[src/rtl/bomb_scheduler_if.sv]
// Request / map-write bundle between the player logic, the bomb scheduler
// and the tile map. The scheduler sits on the slave modport; the
// requesting side and the tile map together form the master side.
interface bomb_scheduler_if;
  logic       tick;
  logic       reqA;
  logic [3:0] posAh;
  logic [3:0] posAv;
  logic       reqB;
  logic [3:0] posBh;
  logic [3:0] posBv;
  logic       grantA;
  logic       grantB;
  logic       wr_valid;
  logic       wr_ready;
  logic [3:0] wr_h;
  logic [3:0] wr_v;
  logic [3:0] wr_code;
  logic [3:0] live_cnt;

  modport master (
    output tick, reqA, posAh, posAv, reqB, posBh, posBv, wr_ready,
    input  grantA, grantB, wr_valid, wr_h, wr_v, wr_code, live_cnt
  );

  modport slave (
    input  tick, reqA, posAh, posAv, reqB, posBh, posBv, wr_ready,
    output grantA, grantB, wr_valid, wr_h, wr_v, wr_code, live_cnt
  );
endinterface

[src/rtl/bomb_scheduler.sv]
// Bomb scheduler: round-robin placement of player A/B bombs into a slot
// table, per-slot fuse/blast timers on a shared tick, and a write
// sequencer that paints KILL / WALKOK onto the centre tile and its four
// in-range neighbours.
// Optional feature macro: BOMB_CHAIN_EN -- a completed KILL beat landing on
// another fused bomb detonates that bomb as soon as the sequencer is free.
module bomb_scheduler #(
  parameter int SLOTS       = 4,
  parameter int FUSE_TICKS  = 3,
  parameter int BLAST_TICKS = 2,
  parameter int HMAXTILE    = 9,
  parameter int VMAXTILE    = 5
) (
  input  logic            clk,
  input  logic            rst,
  bomb_scheduler_if.slave bus_if
);
  localparam int         IW          = (SLOTS > 1) ? $clog2(SLOTS) : 1;
  localparam logic [3:0] HMAX        = 4'(HMAXTILE);
  localparam logic [3:0] VMAX        = 4'(VMAXTILE);
  localparam logic [3:0] CODE_KILL   = 4'd3;
  localparam logic [3:0] CODE_WALKOK = 4'd14;

  typedef enum logic [1:0] {SLOT_FREE, SLOT_FUSE, SLOT_BLAST} slot_e;
  typedef enum logic [1:0] {SEQ_IDLE, SEQ_ARM, SEQ_CLR} seq_e;

  // Cross-slot views gathered from the per-slot generate blocks
  logic [SLOTS-1:0]      busy_vec, free_vec, match_a_vec, match_b_vec;
  logic [SLOTS-1:0]      pend_vec, pexp_vec, busy_d_vec;
  logic [SLOTS-1:0][3:0] h_all, v_all;

  // Arbitration
  logic          in_range_a, in_range_b, elig_a, elig_b, win_a, win_b, accept;
  logic [IW-1:0] alloc_idx;
  logic [3:0]    alloc_h, alloc_v;
  logic          ptr_q;                 // 0: A has priority, 1: B has priority
  logic          grant_a_q, grant_b_q;
  logic [3:0]    live_q, live_d;

  // Write sequencer
  seq_e          seq_q;
  logic [IW-1:0] sel_q;
  logic [2:0]    beat_q;                // 0 centre, 1 up, 2 down, 3 left, 4 right
  logic [3:0]    hc_q, vc_q;
  logic          wr_valid_q;
  logic [3:0]    wr_h_q, wr_v_q, wr_code_q;
  logic          hs, arm_hs, arm_done, clr_done;
  logic [4:0]    beat_ok;
  logic          nxt_found;
  logic [2:0]    nxt_beat;
  logic [3:0]    nxt_h, nxt_v;
  logic          pend_any;
  logic [IW-1:0] pend_idx;

  assign in_range_a = (bus_if.posAh <= HMAX) && (bus_if.posAv <= VMAX);
  assign in_range_b = (bus_if.posBh <= HMAX) && (bus_if.posBv <= VMAX);
  assign elig_a     = bus_if.reqA && in_range_a && (|free_vec) && !(|match_a_vec);
  assign elig_b     = bus_if.reqB && in_range_b && (|free_vec) && !(|match_b_vec);
  assign win_a      = elig_a && (!elig_b || !ptr_q);
  assign win_b      = elig_b && (!elig_a || ptr_q);
  assign accept     = win_a || win_b;
  assign alloc_h    = win_a ? bus_if.posAh : bus_if.posBh;
  assign alloc_v    = win_a ? bus_if.posAv : bus_if.posBv;

  assign hs       = wr_valid_q && bus_if.wr_ready;
  assign arm_hs   = hs && (seq_q == SEQ_ARM);
  assign arm_done = arm_hs && !nxt_found;
  assign clr_done = hs && (seq_q == SEQ_CLR) && !nxt_found;
  assign pend_any = |pend_vec;

  // Lowest-index free slot and lowest-index pending slot
  always_comb begin
    alloc_idx = '0;
    pend_idx  = '0;
    for (int i = SLOTS - 1; i >= 0; i--) begin
      if (free_vec[i]) alloc_idx = IW'(i);
      if (pend_vec[i]) pend_idx  = IW'(i);
    end
  end

  // Next in-range beat after the current one; out-of-range tiles are skipped
  always_comb begin
    beat_ok[0] = 1'b1;
    beat_ok[1] = (vc_q != 4'd0);
    beat_ok[2] = (vc_q < VMAX);
    beat_ok[3] = (hc_q != 4'd0);
    beat_ok[4] = (hc_q < HMAX);
    nxt_found  = 1'b0;
    nxt_beat   = 3'd0;
    for (int k = 4; k >= 1; k--) begin
      if (beat_ok[k] && (3'(k) > beat_q)) begin
        nxt_found = 1'b1;
        nxt_beat  = 3'(k);
      end
    end
    nxt_h = hc_q;
    nxt_v = vc_q;
    case (nxt_beat)
      3'd1:    nxt_v = vc_q - 4'd1;
      3'd2:    nxt_v = vc_q + 4'd1;
      3'd3:    nxt_h = hc_q - 4'd1;
      3'd4:    nxt_h = hc_q + 4'd1;
      default: ;
    endcase
  end

  for (genvar gi = 0; gi < SLOTS; gi++) begin : g_slot
    slot_e      state_q, state_d;
    logic [3:0] h_q, h_d, v_q, v_d, cnt_q, cnt_d;
    logic       pexp_q, pexp_d, pclr_q, pclr_d;
    logic       is_sel, is_alloc;

    assign is_sel   = (sel_q == IW'(gi));
    assign is_alloc = accept && (alloc_idx == IW'(gi));

    // Slot next state: timer, optional chain hit, sequencer completion, then allocation
    always_comb begin
      state_d = state_q;
      h_d     = h_q;
      v_d     = v_q;
      cnt_d   = cnt_q;
      pexp_d  = pexp_q;
      pclr_d  = pclr_q;
      if (bus_if.tick && (state_q != SLOT_FREE) && (cnt_q != 4'd0)) begin
        cnt_d = cnt_q - 4'd1;
        if (cnt_q == 4'd1) begin
          if (state_q == SLOT_FUSE) pexp_d = 1'b1;
          else                      pclr_d = 1'b1;
        end
      end
`ifdef BOMB_CHAIN_EN
      if (arm_hs && !is_sel && (state_q == SLOT_FUSE) &&
          (h_q == wr_h_q) && (v_q == wr_v_q)) begin
        cnt_d  = 4'd0;
        pexp_d = 1'b1;
      end
`endif
      if (arm_done && is_sel) begin
        state_d = SLOT_BLAST;
        cnt_d   = 4'(BLAST_TICKS);
        pexp_d  = 1'b0;
      end
      if (clr_done && is_sel) begin
        state_d = SLOT_FREE;
        cnt_d   = 4'd0;
        pclr_d  = 1'b0;
      end
      if (is_alloc) begin
        state_d = SLOT_FUSE;
        h_d     = alloc_h;
        v_d     = alloc_v;
        cnt_d   = 4'(FUSE_TICKS);
        pexp_d  = 1'b0;
        pclr_d  = 1'b0;
      end
    end

    // Slot registers
    always_ff @(posedge clk) begin
      if (rst) begin
        state_q <= SLOT_FREE;
        h_q     <= 4'd0;
        v_q     <= 4'd0;
        cnt_q   <= 4'd0;
        pexp_q  <= 1'b0;
        pclr_q  <= 1'b0;
      end else begin
        state_q <= state_d;
        h_q     <= h_d;
        v_q     <= v_d;
        cnt_q   <= cnt_d;
        pexp_q  <= pexp_d;
        pclr_q  <= pclr_d;
      end
    end

    assign busy_vec[gi]    = (state_q != SLOT_FREE);
    assign free_vec[gi]    = (state_q == SLOT_FREE);
    assign busy_d_vec[gi]  = (state_d != SLOT_FREE);
    assign match_a_vec[gi] = busy_vec[gi] && (h_q == bus_if.posAh) && (v_q == bus_if.posAv);
    assign match_b_vec[gi] = busy_vec[gi] && (h_q == bus_if.posBh) && (v_q == bus_if.posBv);
    assign pend_vec[gi]    = pexp_q || pclr_q;
    assign pexp_vec[gi]    = pexp_q;
    assign h_all[gi]       = h_q;
    assign v_all[gi]       = v_q;
  end

  // Live count of the slots as they will be after this edge
  always_comb begin
    live_d = 4'd0;
    for (int i = 0; i < SLOTS; i++) live_d = live_d + {3'd0, busy_d_vec[i]};
  end

  // Round-robin pointer, grant pulses and live count
  always_ff @(posedge clk) begin
    if (rst) begin
      ptr_q     <= 1'b0;
      grant_a_q <= 1'b0;
      grant_b_q <= 1'b0;
      live_q    <= 4'd0;
    end else begin
      if (elig_a && elig_b) ptr_q <= ~ptr_q;
      grant_a_q <= win_a;
      grant_b_q <= win_b;
      live_q    <= live_d;
    end
  end

  // Sequencer FSM: pick a pending slot, then stream its beats to the map
  always_ff @(posedge clk) begin
    if (rst) begin
      seq_q      <= SEQ_IDLE;
      sel_q      <= '0;
      beat_q     <= 3'd0;
      hc_q       <= 4'd0;
      vc_q       <= 4'd0;
      wr_valid_q <= 1'b0;
      wr_h_q     <= 4'd0;
      wr_v_q     <= 4'd0;
      wr_code_q  <= 4'd0;
    end else begin
      case (seq_q)
        SEQ_IDLE: begin
          if (pend_any) begin
            sel_q      <= pend_idx;
            hc_q       <= h_all[pend_idx];
            vc_q       <= v_all[pend_idx];
            beat_q     <= 3'd0;
            wr_valid_q <= 1'b1;
            wr_h_q     <= h_all[pend_idx];
            wr_v_q     <= v_all[pend_idx];
            wr_code_q  <= pexp_vec[pend_idx] ? CODE_KILL : CODE_WALKOK;
            seq_q      <= pexp_vec[pend_idx] ? SEQ_ARM : SEQ_CLR;
          end
        end
        SEQ_ARM, SEQ_CLR: begin
          if (hs) begin
            if (nxt_found) begin
              beat_q <= nxt_beat;
              wr_h_q <= nxt_h;
              wr_v_q <= nxt_v;
            end else begin
              wr_valid_q <= 1'b0;
              seq_q      <= SEQ_IDLE;
            end
          end
        end
        default: seq_q <= SEQ_IDLE;
      endcase
    end
  end

  assign bus_if.grantA   = grant_a_q;
  assign bus_if.grantB   = grant_b_q;
  assign bus_if.wr_valid = wr_valid_q;
  assign bus_if.wr_h     = wr_h_q;
  assign bus_if.wr_v     = wr_v_q;
  assign bus_if.wr_code  = wr_code_q;
  assign bus_if.live_cnt = live_q;
endmodule

[src/flat_wrapper.sv]
// flat-port wrapper written by rule: the top's interface ports become plain ports
module bomb_scheduler_flat 
#(
  parameter int SLOTS       = 4,
  parameter int FUSE_TICKS  = 3,
  parameter int BLAST_TICKS = 2,
  parameter int HMAXTILE    = 9,
  parameter int VMAXTILE    = 5
)
  (clk, rst, bus_if_tick, bus_if_reqA, bus_if_posAh, bus_if_posAv, bus_if_reqB, bus_if_posBh, bus_if_posBv, bus_if_wr_ready, bus_if_grantA, bus_if_grantB, bus_if_wr_valid, bus_if_wr_h, bus_if_wr_v, bus_if_wr_code, bus_if_live_cnt);
  bomb_scheduler_if bus_if_i ();
  input  logic clk;
  input  logic rst;
  input wire logic [$bits(bus_if_i.tick)-1:0] bus_if_tick;
  input wire logic [$bits(bus_if_i.reqA)-1:0] bus_if_reqA;
  input wire logic [$bits(bus_if_i.posAh)-1:0] bus_if_posAh;
  input wire logic [$bits(bus_if_i.posAv)-1:0] bus_if_posAv;
  input wire logic [$bits(bus_if_i.reqB)-1:0] bus_if_reqB;
  input wire logic [$bits(bus_if_i.posBh)-1:0] bus_if_posBh;
  input wire logic [$bits(bus_if_i.posBv)-1:0] bus_if_posBv;
  input wire logic [$bits(bus_if_i.wr_ready)-1:0] bus_if_wr_ready;
  output wire logic [$bits(bus_if_i.grantA)-1:0] bus_if_grantA;
  output wire logic [$bits(bus_if_i.grantB)-1:0] bus_if_grantB;
  output wire logic [$bits(bus_if_i.wr_valid)-1:0] bus_if_wr_valid;
  output wire logic [$bits(bus_if_i.wr_h)-1:0] bus_if_wr_h;
  output wire logic [$bits(bus_if_i.wr_v)-1:0] bus_if_wr_v;
  output wire logic [$bits(bus_if_i.wr_code)-1:0] bus_if_wr_code;
  output wire logic [$bits(bus_if_i.live_cnt)-1:0] bus_if_live_cnt;
  assign bus_if_i.tick = bus_if_tick;
  assign bus_if_i.reqA = bus_if_reqA;
  assign bus_if_i.posAh = bus_if_posAh;
  assign bus_if_i.posAv = bus_if_posAv;
  assign bus_if_i.reqB = bus_if_reqB;
  assign bus_if_i.posBh = bus_if_posBh;
  assign bus_if_i.posBv = bus_if_posBv;
  assign bus_if_i.wr_ready = bus_if_wr_ready;
  assign bus_if_grantA = bus_if_i.grantA;
  assign bus_if_grantB = bus_if_i.grantB;
  assign bus_if_wr_valid = bus_if_i.wr_valid;
  assign bus_if_wr_h = bus_if_i.wr_h;
  assign bus_if_wr_v = bus_if_i.wr_v;
  assign bus_if_wr_code = bus_if_i.wr_code;
  assign bus_if_live_cnt = bus_if_i.live_cnt;
  bomb_scheduler #(.SLOTS(SLOTS), .FUSE_TICKS(FUSE_TICKS), .BLAST_TICKS(BLAST_TICKS), .HMAXTILE(HMAXTILE), .VMAXTILE(VMAXTILE)) u_core (.clk(clk), .rst(rst), .bus_if(bus_if_i));
endmodule
[config.mk]
export PLATFORM = sky130hd
export DESIGN_NAME = bomb_scheduler_flat
export DESIGN_NICKNAME = d
export VERILOG_FILES = /design/src/rtl/bomb_scheduler_if.sv /design/src/rtl/bomb_scheduler.sv /design/src/flat_wrapper.sv
export SDC_FILE = /design/constraint.sdc
export NUM_CORES = 1
export LEC_CHECK = 0
export CAP_MARGIN = 20
export CORE_MARGIN = 2
export CORE_UTILIZATION = 48
export CTS_CLUSTER_DIAMETER = 60
export DETAILED_ROUTE_END_ITERATION = 8
export GPL_TIMING_DRIVEN = 0
export HOLD_SLACK_MARGIN = 0.06
export PLACE_DENSITY = 0.67
export SYNTH_ARGS = -nofsm -noshare
export SYNTH_HDL_FRONTEND = slang
export SYNTH_SLANG_ARGS = --single-unit
[constraint.sdc]
create_clock -name clk -period 6.8 [get_ports clk]
set_clock_uncertainty 0.1 [all_clocks]
set_input_delay 1.36 -clock clk [delete_from_list [all_inputs] [get_ports clk]]
set_output_delay 1.36 -clock clk [all_outputs]
set_load 0.005 [all_outputs]
==> flow_metrics.env, run 1 <==
export IMPL_hp_class="flop to flop"
export IMPL_hpwl_um=12500
export IMPL_cap_violations=0
export IMPL_portBuffers=21
export IMPL_track_usage=0.269
export IMPL_synth_top_area_cell="dfxtp_1"
export IMPL_overflow=0
export IMPL_fp_dieW_um=114
export IMPL_clockBufferDepth=2
export IMPL_status="finished clean"
export IMPL_drc_errors=0
export IMPL_cts_root_buf="clkbuf_16"
export IMPL_clock_sinks=97
export IMPL_syn_area_sq_mm=0.00581
export IMPL_drt_iter0_markers=376
export IMPL_hold_viol_final=0
export IMPL_p_per_area_mw_per_mm2=204
export IMPL_endpoint_kind="flop"
export IMPL_die_h_um=114
export IMPL_synth_top_cell_area_share=0.334
export IMPL_setup_tns_ns=0
export IMPL_wire_per_inst_um=19.3
export IMPL_io_pins=41
export IMPL_post_route_period_util=0.658
export IMPL_postLayoutCellArea_sq_mm=0.00651
export IMPL_r2r_cells=13
export IMPL_slowest_delay_ns=0.40
export IMPL_synth_nets=740
export IMPL_rsz0062_at_grt="false"
export IMPL_dr_pass1_iters=5
export IMPL_setup_ws_ns=2.33
export IMPL_placed_area_sq_mm=0.00621
export IMPL_synth_area_per_cell_sq_um=8.37
export IMPL_grt_pass1_wl_um=26700
export IMPL_synth_ff_type="dfxtp_1"
export IMPL_setup_viol=0
export IMPL_cpMostUsedCell="ha_1"
export IMPL_final_cells=879
export IMPL_r2r_start="u_core.g_slot[0].state_q[1]"
export IMPL_cts_tree="done"
export IMPL_htreeDepth=3
export IMPL_ant_nets=0
export IMPL_finalWeightedCongestion=0.975
export IMPL_hold_start="u_core.bus_if.wr_code[1]"
export IMPL_worstSetupPathDepth=14
export IMPL_crit_type="input port to flop"
export IMPL_yosysUniqueCellTypes=62
export IMPL_n_antenna_cell=0
export IMPL_crit_buf_inv=3
export IMPL_vias=5242
export IMPL_nNetsFinal=773
export IMPL_clk_pin_slew_ns=0.07
export IMPL_period_needed_ns=4.47
export IMPL_final_util=0.547
export IMPL_ys_ff_latch=97
export IMPL_postSynth_asyncResetShare=0
export IMPL_vias_per_cell=5.96
export IMPL_grt_max_degree=18
export IMPL_worstPathCellList="clkbuf_1 > xor2_1 > nor4_1 > nand4_1 > nand3_1 > a2bb2o_4 > buf_6 > buf_2 > nand2_1 > o21ai_0 > ha_1 > fa_1 > ha_1 > nor2b_1"
export IMPL_grt_pass1_vias=5025
export IMPL_dp_slack_ns=2.02
export IMPL_mostFrequentLayoutCells="dfxtp_1 (97), a21oi_1 (78), nor2_1 (72), nand2_1 (46), xnor2_1 (44)"
export IMPL_dieArea_sq_mm=0.0130
export IMPL_p_leak_nw=2.31
export IMPL_cp_max_fo=10
export IMPL_drv_slew=0
export IMPL_core_sq_mm=0.0119
export IMPL_crit_required_ns=6.92
export IMPL_crit_slowest_cell="fa_1"
export IMPL_initial_core_util=0.487
export IMPL_hold_buffers=0
export IMPL_worst_pin_slew_ns=1.01
export IMPL_power_mw=1.33
export IMPL_final_common_cell="dfxtp_1"
export IMPL_cts_setup_buffers=0
export IMPL_crit_start="bus_if_posAv[3]"
export IMPL_clock_latency_ns=0.35
export IMPL_post_place_cells=863
export IMPL_drive_above_1_share=0.0888
export IMPL_grt_antenna_before_repair=0
export IMPL_arrival_ns=4.59
export IMPL_hold_depth=2
export IMPL_start_kind="input port"
export IMPL_max_freq_mhz=224
export IMPL_drt_wl_total_um=17000
export IMPL_seq_area_frac_synth=0.334
export IMPL_synth_warnings=0
export IMPL_fp_row_count=40
export IMPL_synth_area_top_cells="dfxtp_1 (33%), a21oi_1 (6.7%), xnor2_1 (6.6%)"
export IMPL_peakVddDrop_uv=154
export IMPL_syn2layout_area_growth_pct=12.2
export IMPL_cts_resized=0
export IMPL_crit_family="adder cells"
export IMPL_synth_cells=694
export IMPL_cts_buffers=9
export IMPL_holdWs_ns=0.350
export IMPL_synth_edf_count=0
export IMPL_relSlewSlack=0.323
[state kept, by name, summed over array words and instances, names as in the netlist, 2 cells and up]
signal	count
u_core.hc_q	4
u_core.g_slot.cnt_q	16
u_core.g_slot.pexp_q	4
u_core.beat_q	3
u_core.g_slot.pclr_q	4
u_core.bus_if.live_cnt	3
u_core.g_slot.v_q	16
u_core.sel_q	2
u_core.vc_q	4
u_core.bus_if.wr_v	4
u_core.g_slot.state_q	8
u_core.bus_if.wr_code	3
u_core.g_slot.h_q	16
u_core.seq_q	2
u_core.bus_if.wr_h	4
[power by group]
| part | internal [mW] | switching [mW] | total [mW] |
|---|---|---|---|
| Combinational | 0.0826 | 0.117 | 0.200 |
| Sequential | 0.586 | 0.0176 | 0.603 |
| Clock | 0.288 | 0.234 | 0.522 |
[cells in the mapped netlist, types with 2 or more instances]
library cell and n:
a22oi_1 2, nor2b_1 4, o21ai_0 11, a211oi_1 32, mux2i_1 29, a211o_1 3
dfxtp_1 97, a21oi_1 78, o22ai_1 3, o31ai_1 2, nand2_1 46, and2_1 7
or2_2 3, a21o_1 4, fa_1 3, ha_1 21, o31a_1 2, and4b_1 2
nor2_1 72, a31oi_1 7, xor2_1 38, buf_4 3, mux2_2 8, nor3b_1 4
nor3_1 21, or2_1 2, o211ai_1 2, or4_1 2, nand2b_1 3, nand4_1 9
clkbuf_1 22, xnor2_1 44, nand3_1 14, buf_2 22, inv_1 18, nor4_1 28
[routing by layer]
| layer | global-route usage | routed length (um) |
|---|---|---|
| met1 | 0.367 | 7640 |
| met2 | 0.428 | 7770 |
| met3 | 0.0420 | 1150 |
| met4 | 0.105 | 437 |
| met5 | 0 | 0 |
[kinds of logic (layout without fill, tap and decap cells)]
family	Yosys count	in the layout	synth area share
AOI/OAI and AO/OA	162	162	0.179
xor gates and xnor gates	82	82	0.124
adders and majority gates	24	24	0.0556
buffers and inverters	69	107	0.0545
DFF	97	97	0.334
muxes	37	37	0.0655
other	1	1	0.000646
and+or+nand+nor	222	222	0.187
[final timing paths]
check	end	slack [ns]
max	u_core.bus_if.live_cnt[1]	2.33
min reg2reg	u_core.bus_if.wr_code[1]	0.35
max reg2reg	u_core.bus_if.live_cnt[1]	3.14
min	u_core.bus_if.wr_code[1]	0.35
[cell type report]
cell class | count | area [sq um]
Clock buffer | 9 | 225
Fill cell | 1130 | 5400
Inverter | 19 | 71.3
Clock inverter | 7 | 80.1
Buffer | 50 | 245
Timing Repair Buffer | 22 | 218
Tap cell | 147 | 184
Multi-Input combinational cell | 528 | 3550
Sequential cell | 97 | 1940
[worst register-to-register path, cell delays in order, from the launching register on]
cell and delay (ns):
dfxtp_1 0.35, or2_2 0.39, nand2_2 0.14, nor3_1 0.07
or3_4 0.44, a2bb2o_4 0.21, buf_6 0.13, buf_2 0.26
nand2_1 0.18, o21ai_0 0.15, ha_1 0.30, fa_1 0.40
ha_1 0.27, nor2b_1 0.13
(Power assumes the default switching activity.)
==> run 2: changes to the inputs <==
--- a/config.mk
+++ b/config.mk
@@ -12,7 +12,7 @@
 export DETAILED_ROUTE_END_ITERATION = 8
 export GPL_TIMING_DRIVEN = 0
 export HOLD_SLACK_MARGIN = 0.06
-export PLACE_DENSITY = 0.67
+export PLACE_DENSITY = 0.7
 export SYNTH_ARGS = -nofsm -noshare
 export SYNTH_HDL_FRONTEND = slang
 export SYNTH_SLANG_ARGS = --single-unit
==> constraint.sdc (replaced) <==
create_clock -name clk -period 4 [get_ports clk]
set_clock_uncertainty 0.1 [all_clocks]
set_input_delay 0.8 -clock clk [delete_from_list [all_inputs] [get_ports clk]]
set_output_delay 0.8 -clock clk [all_outputs]
set_load 0.005 [all_outputs]
==> flow_metrics.env, run 2 (synthesis results as in run 1) <==
export IMPL_mostFrequentLayoutCells="dfxtp_1 (97), a21oi_1 (78), nor2_1 (72), nand2_1 (46), xnor2_1 (44)"
export IMPL_grt_pass1_wl_um=27100
export IMPL_setup_viol=0
export IMPL_setup_tns_ns=0
export IMPL_grt_max_degree=16
export IMPL_crit_buf_inv=3
export IMPL_crit_type="input port to flop"
export IMPL_power_mw=2.23
export IMPL_cap_violations=0
export IMPL_drt_wl_total_um=17000
export IMPL_drive_above_1_share=0.0888
export IMPL_period_needed_ns=3.81
export IMPL_crit_required_ns=4.12
export IMPL_final_util=0.546
export IMPL_cts_root_buf="clkbuf_16"
export IMPL_power_internal_mw=1.61
export IMPL_worst_pin_slew_ns=1.02
export IMPL_finalWeightedCongestion=0.951
export IMPL_dr_pass1_iters=5
export IMPL_r2r_start="u_core.g_slot[1].state_q[0]"
export IMPL_core_sq_mm=0.0119
export IMPL_p_leak_nw=2.31
export IMPL_cts_buffers=9
export IMPL_holdWs_ns=0.356
export IMPL_vias_per_cell=5.91
export IMPL_slowest_delay_ns=0.39
export IMPL_cpMostUsedCell="ha_1"
export IMPL_n_antenna_cell=0
export IMPL_crit_slowest_cell="fa_1"
export IMPL_combPwrFrac=0.153
export IMPL_fp_dieW_um=114
export IMPL_dp_slack_ns=-0.225
export IMPL_htreeDepth=3
export IMPL_cts_tree="done"
export IMPL_post_route_period_util=0.951
export IMPL_max_freq_mhz=263
export IMPL_drv_slew=0
export IMPL_start_kind="input port"
export IMPL_hold_viol_final=0
export IMPL_track_usage=0.270
export IMPL_arrival_ns=3.93
export IMPL_hp_class="flop to flop"
export IMPL_seqPwrFrac=0.459
export IMPL_clock_latency_ns=0.35
export IMPL_relSlewSlack=0.314
export IMPL_syn2layout_area_growth_pct=12.1
export IMPL_dieArea_sq_mm=0.0130
export IMPL_initial_core_util=0.487
export IMPL_wire_per_inst_um=19.3
export IMPL_cts_resized=0
export IMPL_endpoint_kind="flop"
export IMPL_drc_errors=0
export IMPL_crit_family="adder cells"
export IMPL_peakVddDrop_uv=244
export IMPL_die_h_um=114
export IMPL_power_switching_uw=621
export IMPL_hold_buffers=0
export IMPL_p_per_area_mw_per_mm2=343
export IMPL_ant_nets=0
export IMPL_final_common_cell="dfxtp_1"
export IMPL_worstPathCellList="clkbuf_1 > xor2_1 > nor4_1 > nand4_1 > nand3_1 > a2bb2o_4 > buf_6 > buf_2 > nand2_1 > o21ai_0 > ha_1 > fa_1 > ha_1 > nor2b_1"
export IMPL_pwr_share_clk=0.388
export IMPL_fp_row_count=40
export IMPL_clockBufferDepth=2
export IMPL_rsz0062_at_grt="false"
export IMPL_vias=5195
export IMPL_drt_iter0_markers=358
export IMPL_io_pins=41
export IMPL_cts_setup_buffers=0
export IMPL_grt_antenna_before_repair=0
export IMPL_portBuffers=21
export IMPL_nNetsFinal=773
export IMPL_overflow=0
export IMPL_status="finished clean"
export IMPL_crit_start="bus_if_posAv[3]"
export IMPL_setup_ws_ns=0.194
export IMPL_hold_start="u_core.bus_if.wr_h[0]"
export IMPL_grt_pass1_vias=5099
export IMPL_clock_sinks=97
export IMPL_cp_max_fo=10
export IMPL_clk_pin_slew_ns=0.07
export IMPL_p_sw_frac=0.278
export IMPL_reg_top3="u_core.g_slot.cnt_q (16), u_core.g_slot.h_q (16), u_core.g_slot.v_q (16)"
export IMPL_hpwl_um=12600
-- run 2: cell types whose count changed in the layout (fill, tap and decap cells not counted), sizes merged --
cell and delta:
clkbuf +4, clkinvlp -2, bufinv -1, clkinv -1
-- run 2: area by class of cell --
type                    instances  area (sq um)
plain buffers                  50           245
clock buffers                  13           270
clock inverters                 3          22.5
fillers                      1124          5410
inverters                      19          71.3
multi-input cells             528          3550
flip-flops and latches         97          1940
well taps                     147           184
repair buffers                 22           218
-- run 2: worst paths after layout --
kind                                    end  depth (start not counted)  slack (ns)
setup reg to reg  u_core.bus_if.live_cnt[1]                         14        0.36
hold / removal        u_core.bus_if.wr_h[0]                          2        0.36
hold reg to reg       u_core.bus_if.wr_h[0]                          2        0.36
setup / recovery  u_core.bus_if.live_cnt[1]                         14        0.19
-- run 2: per-layer routing --
layer	GRT usage	vias to the layer above	wire (um)
met4	0.0984	0	385
met3	0.0499	33	1000
met2	0.447	195	8100
met1	0.352	2455	7490
li1	-	2512	-
met5	0	-	0
-- run 2: stage by stage --
step / instances / instance area (sq um)
finish: 879 / 6510
global route: 879 / 6510
CTS: 879 / 6500
detailed placement: 863 / 6210
global placement: 862 / 6200
floorplan: 694 / 5810
-- run 2: tightest hold or removal path: cells and delay by family (launching register included) --
family           cells  cell delay, ns
AND/OR/NAND/NOR      1            0.05
flip-flops           1            0.31
AO/OA/AOI/OAI        1            0.05
-- run 2: power groups by stage --
stage / combinational (mW) / sequential, mW / clock [mW]
floorplan: 0.229 / 1.04 / 0
global placement: 0.330 / 1.05 / 0
detailed placement: 0.336 / 1.05 / 0
CTS: 0.338 / 1.02 / 0.870
global route: 0.373 / 1.03 / 0.912
finish: 0.341 / 1.03 / 0.866
